==> src/rtl/hazard_stall_controller.sv <==
// Hazard and stall sequencing for the 5-stage RV32I pipeline.
// Combines load-use stalls, branch/jump flushes, M/W operand forwarding and
// a data-memory wait FSM with timeout. The memory wait overrides every other
// hazard. A saturating counter records how many cycles fetch was held.
module hazard_stall_controller #(
  parameter int REG_ADDR_WIDTH = 5,
  parameter int MAX_WAIT       = 255,
  parameter int CNT_WIDTH      = 32
) (
  input  logic                      clk,
  input  logic                      rst_n,
  input  logic [REG_ADDR_WIDTH-1:0] Rs1D,
  input  logic [REG_ADDR_WIDTH-1:0] Rs2D,
  input  logic [REG_ADDR_WIDTH-1:0] Rs1E,
  input  logic [REG_ADDR_WIDTH-1:0] Rs2E,
  input  logic [REG_ADDR_WIDTH-1:0] RdE,
  input  logic                      ResultSrcE0,
  input  logic                      PCSrcE,
  input  logic [REG_ADDR_WIDTH-1:0] RdM,
  input  logic [REG_ADDR_WIDTH-1:0] RdW,
  input  logic                      RegWriteM,
  input  logic                      RegWriteW,
  input  logic                      MemReqM,
  input  logic                      MemReadyM,
  output logic                      StallF,
  output logic                      StallD,
  output logic                      StallE,
  output logic                      StallM,
  output logic                      FlushD,
  output logic                      FlushE,
  output logic                      FlushW,
  output logic [1:0]                ForwardAE,
  output logic [1:0]                ForwardBE,
  output logic                      MemErr,
  output logic [CNT_WIDTH-1:0]      StallCount
);

  localparam int WAIT_W = $clog2(MAX_WAIT + 1);
  localparam logic [WAIT_W-1:0] MAX_WAIT_CNT = WAIT_W'(MAX_WAIT);

  typedef enum logic [1:0] {
    RUN      = 2'd0,
    MEM_WAIT = 2'd1,
    ERROR    = 2'd2
  } state_t;

  state_t                state_q;
  logic [WAIT_W-1:0]     waitCnt_q;
  logic                  memErr_q;
  logic [CNT_WIDTH-1:0]  stallCount_q;
  logic [CNT_WIDTH-1:0]  stallCount_d;
  logic                  memStall;
  logic                  lwStall;

  // Pick the forwarding source for one Execute operand; M is younger so it wins, x0 never forwards.
  function automatic logic [1:0] forwardSel(input logic [REG_ADDR_WIDTH-1:0] rs);
    logic [1:0] sel;
    sel = 2'b00;
    if (RegWriteM && (RdM != '0) && (RdM == rs)) begin
      sel = 2'b10;
    end else if (RegWriteW && (RdW != '0) && (RdW == rs)) begin
      sel = 2'b01;
    end
    return sel;
  endfunction

  // Decode the two stall sources: memory wait (FSM driven) and load-use in Execute.
  always_comb begin
    memStall = 1'b0;
    lwStall  = 1'b0;
    case (state_q)
      RUN:      memStall = MemReqM & ~MemReadyM;
      MEM_WAIT: memStall = ~MemReadyM;
      default:  memStall = 1'b1;
    endcase
    lwStall = ResultSrcE0 && (RdE != '0) && ((Rs1D == RdE) || (Rs2D == RdE));
  end

  // Stage hold/bubble selection; a memory stall freezes everything and suppresses flushes.
  always_comb begin
    StallF = 1'b0;
    StallD = 1'b0;
    StallE = 1'b0;
    StallM = 1'b0;
    FlushD = 1'b0;
    FlushE = 1'b0;
    FlushW = 1'b0;
    if (memStall) begin
      StallF = 1'b1;
      StallD = 1'b1;
      StallE = 1'b1;
      StallM = 1'b1;
      FlushW = 1'b1;
    end else begin
      StallF = lwStall;
      StallD = lwStall;
      FlushD = PCSrcE;
      FlushE = lwStall | PCSrcE;
    end
  end

  // Operand forwarding selects for both Execute sources.
  always_comb begin
    ForwardAE = forwardSel(Rs1E);
    ForwardBE = forwardSel(Rs2E);
  end

  // Saturating next value of the fetch-stall counter.
  always_comb begin
    stallCount_d = stallCount_q;
    if (StallF && (stallCount_q != '1)) begin
      stallCount_d = stallCount_q + CNT_WIDTH'(1);
    end
  end

  // Memory-wait FSM with timeout; the error state is only left through reset.
  always_ff @(posedge clk or negedge rst_n) begin
    if (!rst_n) begin
      state_q   <= RUN;
      waitCnt_q <= '0;
      memErr_q  <= 1'b0;
    end else begin
      case (state_q)
        RUN: begin
          if (MemReqM && !MemReadyM) begin
            state_q   <= MEM_WAIT;
            waitCnt_q <= WAIT_W'(1);
          end
        end
        MEM_WAIT: begin
          if (MemReadyM) begin
            state_q   <= RUN;
            waitCnt_q <= '0;
          end else if (waitCnt_q == MAX_WAIT_CNT) begin
            state_q  <= ERROR;
            memErr_q <= 1'b1;
          end else begin
            waitCnt_q <= waitCnt_q + WAIT_W'(1);
          end
        end
        default: begin
          state_q  <= ERROR;
          memErr_q <= 1'b1;
        end
      endcase
    end
  end

  // Stall performance counter register.
  always_ff @(posedge clk or negedge rst_n) begin
    if (!rst_n) begin
      stallCount_q <= '0;
    end else begin
      stallCount_q <= stallCount_d;
    end
  end

  assign MemErr     = memErr_q;
  assign StallCount = stallCount_q;

endmodule

==> config.mk <==
export PLATFORM = sky130hd
export DESIGN_NAME = hazard_stall_controller
export DESIGN_NICKNAME = d
export VERILOG_FILES = /design/src/rtl/hazard_stall_controller.sv
export SDC_FILE = /design/constraint.sdc
export NUM_CORES = 1
export LEC_CHECK = 0
export BUFFER_PORTS_ARGS = -buffer_cell sky130_fd_sc_hd__buf_2
export CORE_MARGIN = 2
export CORE_UTILIZATION = 51
export DETAILED_ROUTE_END_ITERATION = 7
export HOLD_SLACK_MARGIN = 0.03
export MAX_ROUTING_LAYER = met4
export PLACE_DENSITY_LB_ADDON = 0.25
export SLEW_MARGIN = 15
export SYNTH_ARGS = -nofsm -noshare
export SYNTH_HDL_FRONTEND = slang
export SYNTH_SLANG_ARGS = --single-unit
==> constraint.sdc <==
create_clock -name clk -period 2.21 [get_ports clk]
set_input_delay 0.221 -clock clk [delete_from_list [all_inputs] [get_ports clk]]
set_output_delay 0.221 -clock clk [all_outputs]
set_load 0.05 [all_outputs]
# [Word-level counts from Yosys, hierarchy flattened]
# Index checks and enable logic that the tools add are counted.
# Widths: inputs -> output; s select.
[word_totals] reg_bits=43 latch_bits=0 ramBits=0 romBits=0 out_inout_bits=44 elab_cells=64 mem_count=0
[classes] addsub=2 multipliers=0 div_mod_pow=0 n_lt_le_gt_ge=0 eq_ne=14 n_shift=0 n_mux=20 n_bitwise=4 reduce_logical=20
[ops] operator="$add 32x1->32 const B" count=1
[ops] operator="$ne 32x32->1 const B" count=1
[ops] operator="$eq 5x5->1" count=6
[ops] operator="$mux 8" count=3
[ops] operator="$pmux 8 s2" count=1
[ops] operator="$reduce_bool 5->1" count=3
[ops] operator="$logic_and 1x1->1" count=10
[ops] operator="$mux 2" count=5
[ops] operator="$add 8x1->8 const B" count=1
[ops] operator="$eq 8x8->1 const B" count=1
[ops] operator="$mux 1" count=8
[ops] operator="$ne 2x2->1 const B" count=3
[ops] operator="$ne 3x3->1 const B" count=2
[ops] operator="$reduce_and 3->1" count=2
[ops] operator="$pmux 1 s2" count=2
[ops] operator="$pmux 2 s2" count=1
[ops] operator="$eq 2x1->1 const B" count=1
[ops] operator="$logic_not 2->1" count=1
[ops] operator="$not 1->1" count=2
[ops] operator="$reduce_and 2->1" count=1
[ops] operator="$reduce_bool 2->1" count=1
[ops] operator="$and 1x1->1" count=1
[ops] operator="$logic_not 1->1" count=1
[ops] operator="$logic_or 1x1->1" count=1
[ops] operator="$or 1x1->1" count=1

# [Longest topological paths before layout]
# Gate-level depths: netlist of run 1.
[logic_depth] ltp_word=5 depth_mapped=10 depth_no_buf=7

# [Worst setup path after synthesis of run 1]
# OpenSTA, ideal clock, no wires.
[synth_timing] path_kind="input port to output port" from="input RdM[1]" to="output ForwardAE[0]" t_arrival_ns=2.798 slack_ns=-0.809 cell_stages=4 path_buffers=0 path_cell_list="or4_1 o21ai_0 nor4_1 nor4_1"
[synth_via] elab_chain_len=4
[synth_rtl] item="start: declaration" line="19" text="input logic [REG_ADDR_WIDTH-1:0] RdM,"
[synth_rtl] item="$reduce_bool 5->1" line="59" text="if (RegWriteM && (RdM != '0) && (RdM == rs)) begin"
[synth_rtl] item="$logic_and 1x1->1" line="59"
[synth_rtl] item="$logic_and 1x1->1 (*)" line="59"
[synth_rtl] item="$mux 2 (*)" line="59"
[synth_rtl] item="end: declaration" line="32" text="output logic [1:0] ForwardAE,"
# Every way passes the cells marked *; elsewhere a longest branch is shown, timed or not.

# [Final worst setup path of run 1]
[layout_timing] from="register stallCount_q[0], in the netlist StallCount[0]" to="register stallCount_q[1], in the netlist StallCount[1]"
[layout_via] elab_chain_len=2
[layout_rtl] item="start: declaration" line="50" text="logic [CNT_WIDTH-1:0] stallCount_q;"
[layout_rtl] item="start signal: assignment" line="154" text="stallCount_q <= stallCount_d;"
[layout_rtl] item="branches (longest 2 deep; another with $add 32x1->32)"
# Several ways; the timed one is not identified.
# A chain may end at the register's enable or synchronous reset.

==> impl_metrics.csv, run 1 <==
group,metric,value,unit
status,status,"completed",
global_route,grt_max_degree,44,
clocking,cts_sinks,43,
floorplanning,dieHeight,76.24,um
min_path,min_from,"MemReqM",
clocking,clockBufferDepth,2,
detailed_routing,viasPerCell,5.444,
global_route,grt_pass1_vias,2324,
setup_path,ff2ff_setup_slack,0.20,ns
global_route,antenna_found_initial,0,
clocking,postCtsSetupRepairBufs,0,
pwr,peakVddDrop,0.6660,mV
detailed_routing,wl_per_cell,13.69,um
floorplanning,core-area,5075,um^2
pwr,p_leak,1.578,nW
clocking,clkSlewWorstSetupHoldPaths,0.08,ns
placed_design,dpl_cell_area,3203,um^2
clocking,cts_hold_buffers,1,
floorplanning,die_width,76.24,um
floorplanning,ios,87,
global_route,track_usage,22.34,%
min_path,hold_depth,3,
clocking,cts_root_buffer,"clkbuf_8",
clocking,cts_buffers,5,
clocking,ctsResizeCount,0,
clocking,clock_latency,0.30,ns
timing,fin_hold_ws,0.2606,ns
global_route,grt_overflow,0,
timing,maxSlewHeadroom,64.58,%
timing,tightest_slew,0.5313,ns
setup_path,crit_type,"register to register",
synth,syn_inst,271,
timing,fmax,497.4,MHz
detailed_routing,drc,0,
setup_path,reg2reg_to,"StallCount[1]",
final_layout,final_area,3298,um^2
timing,rsz0062_at_grt,"false",
floorplanning,start_util,52.44,%
setup_path,end_kind,"register",
clocking,htreeDepth,2,
detailed_routing,drt-initial-drc-count,60,
placed_design,hpwl,4534,um
setup_path,slowest_stage,"dfrtp_2",
floorplanning,num_rows,26,
timing,slew_viol_final,0,
pwr,power_density,622.2,nW/um^2
detailed_routing,drtAntennaViolNets,0,
detailed_routing,via_count,2352,
timing,layout_min_cycle_time,2.011,ns
clocking,cts_tree,"yes",
floorplanning,die_area,5812,um^2
setup_path,startpoint_type,"register",
global_route,grt_pass1_wl,10430,um
synth,ys_seq_area_share,40.43,%
synth,ys_ff_latch,43,
setup_path,r2r-start,"StallCount[0]",
final_layout,drive_above_1_share,33.98,%
setup_path,cp_cell_sequence,"ha_4 > and4_1 > and3_1 > nand4_1 > or2_1 > nand2_1 > mux2_2",
placed_design,place_congestion,0.8452,
synth,syn_area_per_cell,9.820,um^2
setup_path,path_max_fanout,4,
placed_design,portBuffers,86,
synth,syn_nets,316,
setup_path,worst_ep_arrival_time,2.20,ns
final_layout,antenna_cells,0,
timing,setup_viol,0,
setup_path,critPathTopFamily,"simple AND/OR/NAND/NOR gates",
min_path,holdPathEnd,"state_q[0]",
detailed_routing,wl,5913,um
final_layout,fin_nets,406,
pwr,finalPower,2.052,mW
setup_path,critPathBufInv,0,
synth,syn_area,2661,um^2
timing,fin_worst_skew,0.008761,ns
final_layout,syn_to_final_growth,23.93,%
detailed_routing,first_pass_iters,4,
setup_path,critPathRequiredTime,2.40,ns
setup_path,rr_worst_depth,7,
setup_path,critPathMaxStageDelay,0.42,ns
timing,tns,0,ns
timing,period_share,90.97,%
min_path,hold_class,"input port to register",
synth,yosys_warnings,0,
timing,final_hold_viol_count,0,
synth,synth_cell_type_count,43,
job,maxCapViolCount,0,
-- per-layer routing --
layer  routed length [um]  global-route usage [%]  part of all wire, %
met1                 2579                   26.58                   44
met5                    0                       -                    0
met4                   71                   7.273                  1.2
met2                 2903                   38.05                   49
met3                  358                   4.621                  6.1
-- where the power goes --
part | internal (mW) | switching (mW) | leakage [nW]
sequential | 0.857 | 0.0832 | 0.582
clock | 0.221 | 0.268 | 0.0412
combinational | 0.208 | 0.415 | 0.955
-- registers in the layout, summed over array words and instances, names as in the netlist --
name        count
StallCount     32
waitCnt_q       8
state_q         2
MemErr          1
-- Yosys cell counts --
cell,instances,area (um^2)
a211oi_1,1,7.510
a21o_1,2,15.01
a21oi_1,1,5.000
a22o_1,1,8.760
a22oi_1,1,7.510
a31oi_1,1,6.260
and2_1,1,6.260
and3_1,16,100.1
and3b_1,1,8.760
and4_1,6,52.55
buf_2,3,15.01
buf_4,4,30.03
buf_6,4,45.04
clkbuf_1,1,3.750
dfrtp_1,43,1076
ha_1,2,25.02
inv_1,4,15.01
mux2_1,1,11.26
mux2_2,2,22.52
nand2_1,15,56.30
nand2b_1,2,12.51
nand3_1,16,80.08
nand3_2,9,90.09
nand3b_1,1,7.510
nand3b_2,2,22.52
nand4_1,15,93.84
nand4b_1,2,17.52
nand4bb_1,1,11.26
nor2_1,19,71.32
nor2b_1,2,12.51
nor3_1,6,30.03
nor4_1,4,25.02
o21ai_0,8,40.04
o21ai_1,1,5.000
o21ai_2,1,8.760
o21bai_1,1,7.510
o31ai_1,1,7.510
o41ai_1,1,8.760
or2_1,1,6.260
or2_2,1,6.260
or4_1,6,45.04
xnor2_1,37,324.1
xor2_1,24,210.2
-- logic make-up (layout without fill, tap and decap cells) --
group | count (synthesis) | count (layout) | share of synthesized area, %
simple gates | 126 | 126 | 28.40
buf+inv | 16 | 107 | 4.090
xor+xnor | 61 | 61 | 20.08
mux | 3 | 3 | 1.269
flops | 43 | 43 | 40.43
compound gates | 20 | 20 | 4.796
fa+ha+maj | 2 | 2 | 0.9401
-- cell usage in the layout (no fill, tap or decap), drive strengths merged, types with 3 or more instances in the layout --
cell,synthesis,final
inv,4,4
and3,16,16
nor3,6,6
nor4,4,4
xnor2,37,37
buf,11,94
nand4,15,15
o21ai,10,10
nor2,19,19
clkbuf,1,6
mux2,3,3
nand3b,3,3
xor2,24,24
or4,6,6
dfrtp,43,43
nand2,15,15
and4,6,6
nand3,25,25
-- worst min-delay path, stage by stage --
cell and delay [ns]:
buf_2 0.10, o21bai_1 0.14, a211oi_1 0.05
-- final cells by class --
class	count	area [um^2]
clock buffer	6	72.57
clock inverter	2	12.51
fill	450	1777
inverter	4	15.01
multi-input combinational	212	1531
sequential	43	1079
tap	70	87.58
timing repair buffer	95	500.5
-- worst max-delay path by stage --
| stage | start | endpoint | cells past startpoint |
|---|---|---|---|
| after floorplan | StallCount[3] | StallCount[1] | 8 |
| after global placement | RdM[1] | ForwardBE[0] | 6 |
| after detailed placement | RdE[3] | StallCount[26] | 8 |
| after CTS | StallCount[0] | StallCount[1] | 7 |
| after global routing | StallCount[0] | StallCount[1] | 7 |
| final | StallCount[0] | StallCount[1] | 7 |
-- stage by stage --
| stage | cells | utilization, % | worst slack [ns] |
|---|---|---|---|
| global route | 432 | 64.99 | 0.1022 |
| CTS | 432 | 64.99 | 0.2106 |
| floorplan | 271 | - | 0.01304 |
| detailed placement | 423 | 63.12 | 0.2402 |
| global placement | 423 | 63.12 | 0.2728 |
| finish | 432 | 64.99 | 0.1995 |
(Power assumes the default switching activity.)
==> run 2, diff against run 1 <==
Settings changed: CTS_BUF_LIST from default to sky130_fd_sc_hd__clkbuf_2 sky130_fd_sc_hd__clkbuf_4 sky130_fd_sc_hd__clkbuf_8.
==> impl_metrics.csv, run 2 (same netlist as run 1, synthesis figures left out) <==
group,metric,value,unit
final_layout,fin_nets,406,
clocking,cts_sinks,43,
detailed_routing,viasPerCell,5.468,
timing,layout_min_cycle_time,2.021,ns
detailed_routing,wl,5983,um
global_route,track_usage,22.42,%
clocking,postCtsSetupRepairBufs,0,
min_path,hold_depth,3,
final_layout,syn_to_final_growth,24.07,%
final_layout,final_cell_mix,"buf_2, dfrtp_1, xnor2_1",
timing,fmax,494.8,MHz
detailed_routing,via_count,2362,
final_layout,final_common_cell,"buf_2",
detailed_routing,first_pass_iters,4,
global_route,grt_max_degree,44,
pwr,pwr-share-comb,30.2,%
setup_path,startpoint_type,"register",
pwr,p_leak,1.581,nW
pwr,seqPwrFrac,45.5,%
floorplanning,ios,87,
pwr,finalPower,2.065,mW
pwr,p_int,1.297,mW
detailed_routing,drtAntennaViolNets,0,
final_layout,fin_cells,432,
min_path,min_from,"MemReqM",
global_route,antenna_found_initial,0,
global_route,met2_usage,38.32,%
detailed_routing,drc,0,
clocking,clock_latency,0.30,ns
global_route,busiest_layer,"met2",
global_route,grt_pass1_wl,10450,um
placed_design,place_inst,423,
setup_path,critPathRequiredTime,2.40,ns
timing,tightest_slew,0.5318,ns
pwr,peakVddDrop,0.6667,mV
placed_design,place_congestion,0.8452,
floorplanning,die_width,76.24,um
timing,maxSlewHeadroom,64.55,%
timing,tns,0,ns
min_path,holdPathEnd,"state_q[0]",
timing,rsz0062_at_grt,"false",
pwr,clkPwrFrac,24.3,%
detailed_routing,drt-initial-drc-count,84,
floorplanning,die_area,5812,um^2
final_layout,largest_reg_flops,32,
global_route,grt_util_met1,26.27,%
clocking,htreeDepth,2,
clocking,clockBufferDepth,2,
setup_path,reg2reg_to,"StallCount[1]",
final_layout,drive_above_1_share,34.25,%
clocking,cts_tree,"yes",
detailed_routing,wl_per_cell,13.85,um
setup_path,r2r-start,"StallCount[0]",
clocking,cts_hold_buffers,1,
timing,fin_worst_skew,0.007008,ns
setup_path,path_max_fanout,4,
timing,final_hold_viol_count,0,
timing,setup_viol,0,
global_route,grt_overflow,0,
setup_path,ff2ff_setup_slack,0.19,ns
timing,slew_viol_final,0,
min_path,hold_class,"input port to register",
setup_path,crit_type,"register to register",
setup_path,worst_ep_arrival_time,2.21,ns
pwr,power_density,625.4,nW/um^2
floorplanning,start_util,52.44,%
clocking,clkSlewWorstSetupHoldPaths,0.08,ns
global_route,grt_pass1_vias,2333,
placed_design,hpwl,4534,um
clocking,cts_root_buffer,"clkbuf_8",
pwr,p_sw,767.6,uW
global_route,grt_use_met3,4.858,%
final_layout,final_area,3302,um^2
floorplanning,num_rows,26,
job,maxCapViolCount,0,
floorplanning,core-area,5075,um^2
placed_design,portBuffers,86,
clocking,ctsResizeCount,0,
timing,period_share,91.44,%
clocking,cts_buffers,5,
pwr,switching_share,37.17,%
placed_design,dpl_cell_area,3203,um^2
setup_path,end_kind,"register",
floorplanning,dieHeight,76.24,um
status,status,"completed",
final_layout,antenna_cells,0,
setup_path,rr_worst_depth,7,
[run 2: cell counts in the layout (fill, tap and decap cells not counted)]
Identical to the previous run, type by type.
[run 2: final cells by class]
| cell class | instances | area (um^2) |
|---|---|---|
| clock buffers | 6 | 76.32 |
| clock inverters | 2 | 12.51 |
| fillers | 448 | 1773 |
| inverters | 4 | 15.01 |
| multi-input cells | 212 | 1531 |
| flip-flops and latches | 43 | 1079 |
| well taps | 70 | 87.58 |
| repair buffers | 95 | 500.5 |
[run 2: how the worst max path moves through the flow]
stage	startpoint	endpoint	slack [ns]	depth (start not counted)
finish	StallCount[0]	StallCount[1]	0.19	7
CTS	StallCount[0]	StallCount[1]	0.20	7
floorplan	StallCount[3]	StallCount[1]	0.01	8
detailed placement	RdE[3]	StallCount[26]	0.24	8
global route	StallCount[0]	StallCount[1]	0.09	7
global placement	RdM[1]	ForwardBE[0]	0.27	6
[run 2: metal layers]
metal / vias up / part of all wire [%]
met3: 9 / 6.9
met4: 0 / 1.3
li1: 1143 / -
met2: 87 / 49
met1: 1123 / 43
met5: - / 0
[run 2: power by group through the flow]
stage / sequential, mW / clock [mW] / combinational, mW
floorplan: 1.13 / 0 / 0.260
global placement: 0.951 / 0 / 0.614
detailed placement: 0.955 / 0 / 0.624
CTS: 0.939 / 0.512 / 0.630
global route: 0.958 / 0.549 / 0.676
finish: 0.940 / 0.502 / 0.623
[run 2: stage by stage]
stage	setup slack [ns]	hold slack, ns	util [%]
3_3_place_gp	0.2728	0.3237	63.12
2_1_floorplan	0.01304	-0.07459	-
3_5_place_dp	0.2402	0.3354	63.12
6_report	0.1891	0.2574	65.06
4_1_cts	0.1966	0.2593	65.06
5_1_grt	0.08984	0.2965	65.06
[run 2: worst max-delay path, cell delays in order (launching register included)]
cell and delay (ns):
dfrtp_2 0.42, ha_4 0.14, and4_1 0.23, and3_1 0.24, nand4_1 0.13, or2_1 0.28, nand2_1 0.13, mux2_2 0.34
==> run 3, diff against run 2 <==
Settings changed: CORE_ASPECT_RATIO from default to 1.25.
==> impl_metrics.csv, run 3 (same netlist as run 1, synthesis figures left out) <==
group,metric,value,unit
global_route,antenna_found_initial,0,
detailed_routing,drt-initial-drc-count,104,
floorplanning,core-area,5044,um^2
clocking,clkSlewWorstSetupHoldPaths,0.08,ns
timing,maxSlewHeadroom,62.08,%
min_path,hold_depth,3,
final_layout,multi_input_area,1531,um^2
timing,final_hold_viol_count,0,
global_route,grt_max_degree,25,
setup_path,ff2ff_setup_slack,0.22,ns
detailed_routing,wl_per_cell,13.84,um
detailed_routing,viasPerCell,5.437,
pwr,p_leak,1.585,nW
timing,tns,0,ns
setup_path,critPathBufInv,2,
detailed_routing,drc,0,
setup_path,r2r-start,"StallCount[0]",
pwr,p_int,1.310,mW
final_layout,final_cell_mix,"buf_2, dfrtp_1, xnor2_1",
timing,setup_viol,0,
timing,layout_min_cycle_time,1.992,ns
clocking,clockBufferDepth,2,
final_layout,syn_to_final_growth,23.88,%
timing,fin_worst_skew,0.005449,ns
setup_path,rr_worst_depth,8,
placed_design,place_congestion,0.8092,
clocking,htreeDepth,2,
clocking,cts_tree,"yes",
timing,slew_viol_final,0,
min_path,holdPathEnd,"state_q[0]",
final_layout,seq_area,1079,um^2
status,status,"completed",
min_path,hold_class,"input port to register",
timing,fin_ws,0.2179,ns
pwr,switching_share,36.44,%
final_layout,drive_above_1_share,34.07,%
setup_path,reg2reg_to,"StallCount[30]",
timing,period_share,90.14,%
placed_design,place_ws,0.1173,ns
clocking,cts_buffers,5,
min_path,min_from,"MemReqM",
timing,tightest_slew,0.5688,ns
setup_path,path_max_fanout,3,
global_route,track_usage,21.64,%
floorplanning,num_rows,29,
job,maxCapViolCount,0,
detailed_routing,via_count,2300,
final_layout,fin_nets,405,
final_layout,antenna_cells,0,
global_route,grt_pass1_vias,2168,
global_route,grt_pass1_wl,9466,um
setup_path,end_kind,"output pin",
pwr,p_sw,751.3,uW
placed_design,portBuffers,86,
final_layout,largest_reg_flops,32,
setup_path,slowest_stage,"or4_1",
setup_path,cp_cell_sequence,"buf_2 > or4_1 > o21ai_0 > nor4_2 > nor4_4 > buf_2",
clocking,cts_root_buffer,"clkbuf_8",
setup_path,worst_ep_arrival_time,1.77,ns
timing,rsz0062_at_grt,"false",
timing,fmax,502.0,MHz
setup_path,critPathTopFamily,"simple AND/OR/NAND/NOR gates",
setup_path,critPathRequiredTime,1.99,ns
placed_design,hpwl,4684,um
setup_path,startpoint_type,"input port",
clocking,postCtsSetupRepairBufs,0,
floorplanning,die_width,68.61,um
pwr,power_density,625.4,nW/um^2
clocking,clock_latency,0.29,ns
global_route,grt_overflow,0,
pwr,peakVddDrop,0.5400,mV
pwr,clkPwrFrac,24.4,%
final_layout,final_common_cell,"buf_2",
setup_path,crit_path_frequent_cell,"buf_2",
floorplanning,ios,87,
floorplanning,dieHeight,84.77,um
detailed_routing,wl,5855,um
detailed_routing,first_pass_iters,4,
setup_path,critPathMaxStageDelay,0.50,ns
setup_path,crit_type,"input port to output pin",
final_layout,fillers,423,
pwr,seqPwrFrac,45.6,%
detailed_routing,drtAntennaViolNets,0,
clocking,cts_sinks,43,
floorplanning,die_area,5816,um^2
pwr,pwr-share-comb,30.0,%
floorplanning,start_util,52.77,%
==> run 3: worst reg2reg max path: cells and delay by family (launching register included) <==
kind | cells | cell delay (ns)
adders and majority gates | 1 | 0.15
buffers and inverters | 2 | 0.22
DFF | 1 | 0.42
muxes | 1 | 0.34
and+or+nand+nor | 4 | 0.74
==> run 3: through the flow <==
stage / hold slack, ns / utilization [%] / power, mW / cells / cell area (um^2)
after detailed placement: 0.2568 / 63.41 / 1.578 / 414 / 3198
final: 0.2686 / 65.37 / 2.062 / 423 / 3297
after global placement: 0.2560 / 63.41 / 1.564 / 414 / 3198
after floorplan: -0.07459 / - / 1.389 / 271 / 2719
after CTS: 0.2638 / 65.37 / 2.080 / 423 / 3297
after global routing: 0.2893 / 65.37 / 2.166 / 423 / 3297
==> run 3: worst max-delay path by stage <==
stage	cells after the start	from	slack [ns]	endpoint
6_report	6	RdM[1]	0.22	ForwardBE[0]
5_1_grt	8	StallCount[0]	0.09	StallCount[13]
4_1_cts	6	RdM[1]	0.21	ForwardBE[0]
3_5_place_dp	8	RdE[2]	0.12	StallCount[15]
3_3_place_gp	8	StallCount[0]	0.20	StallCount[30]
2_1_floorplan	8	StallCount[3]	0.01	StallCount[1]
==> run 3: power groups by stage <==
stage | combinational (mW) | clock, mW | sequential (mW)
6_report | 0.618 | 0.504 | 0.939
5_1_grt | 0.662 | 0.550 | 0.954
4_1_cts | 0.626 | 0.515 | 0.940
3_5_place_dp | 0.623 | 0 | 0.955
3_3_place_gp | 0.613 | 0 | 0.951
2_1_floorplan | 0.260 | 0 | 1.13
==> run 3: cell type report <==
| type | count | share of cell area [%] |
|---|---|---|
| flip-flops and latches | 43 | 32.71 |
| inverters | 4 | 0.4554 |
| repair buffers | 94 | 15.33 |
| clock inverters | 1 | 0.1518 |
| well taps | 62 | 2.353 |
| clock buffers | 7 | 2.543 |
| multi-input cells | 212 | 46.45 |
==> run 3: routing by layer <==
metal	part of all wire, %	global-route usage [%]	vias to the layer above
met2	52	37.33	81
met1	40	25.00	1074
li1	-	-	1139
met3	6.8	4.692	6
met4	0.97	4.909	0
met5	0	-	-
==> run 3: what timing repair did <==
item / in CTS / in global routing
hold endpoints to repair: 23 / 0
hold buffers: 1 / 0
resized for setup: 0 / 0
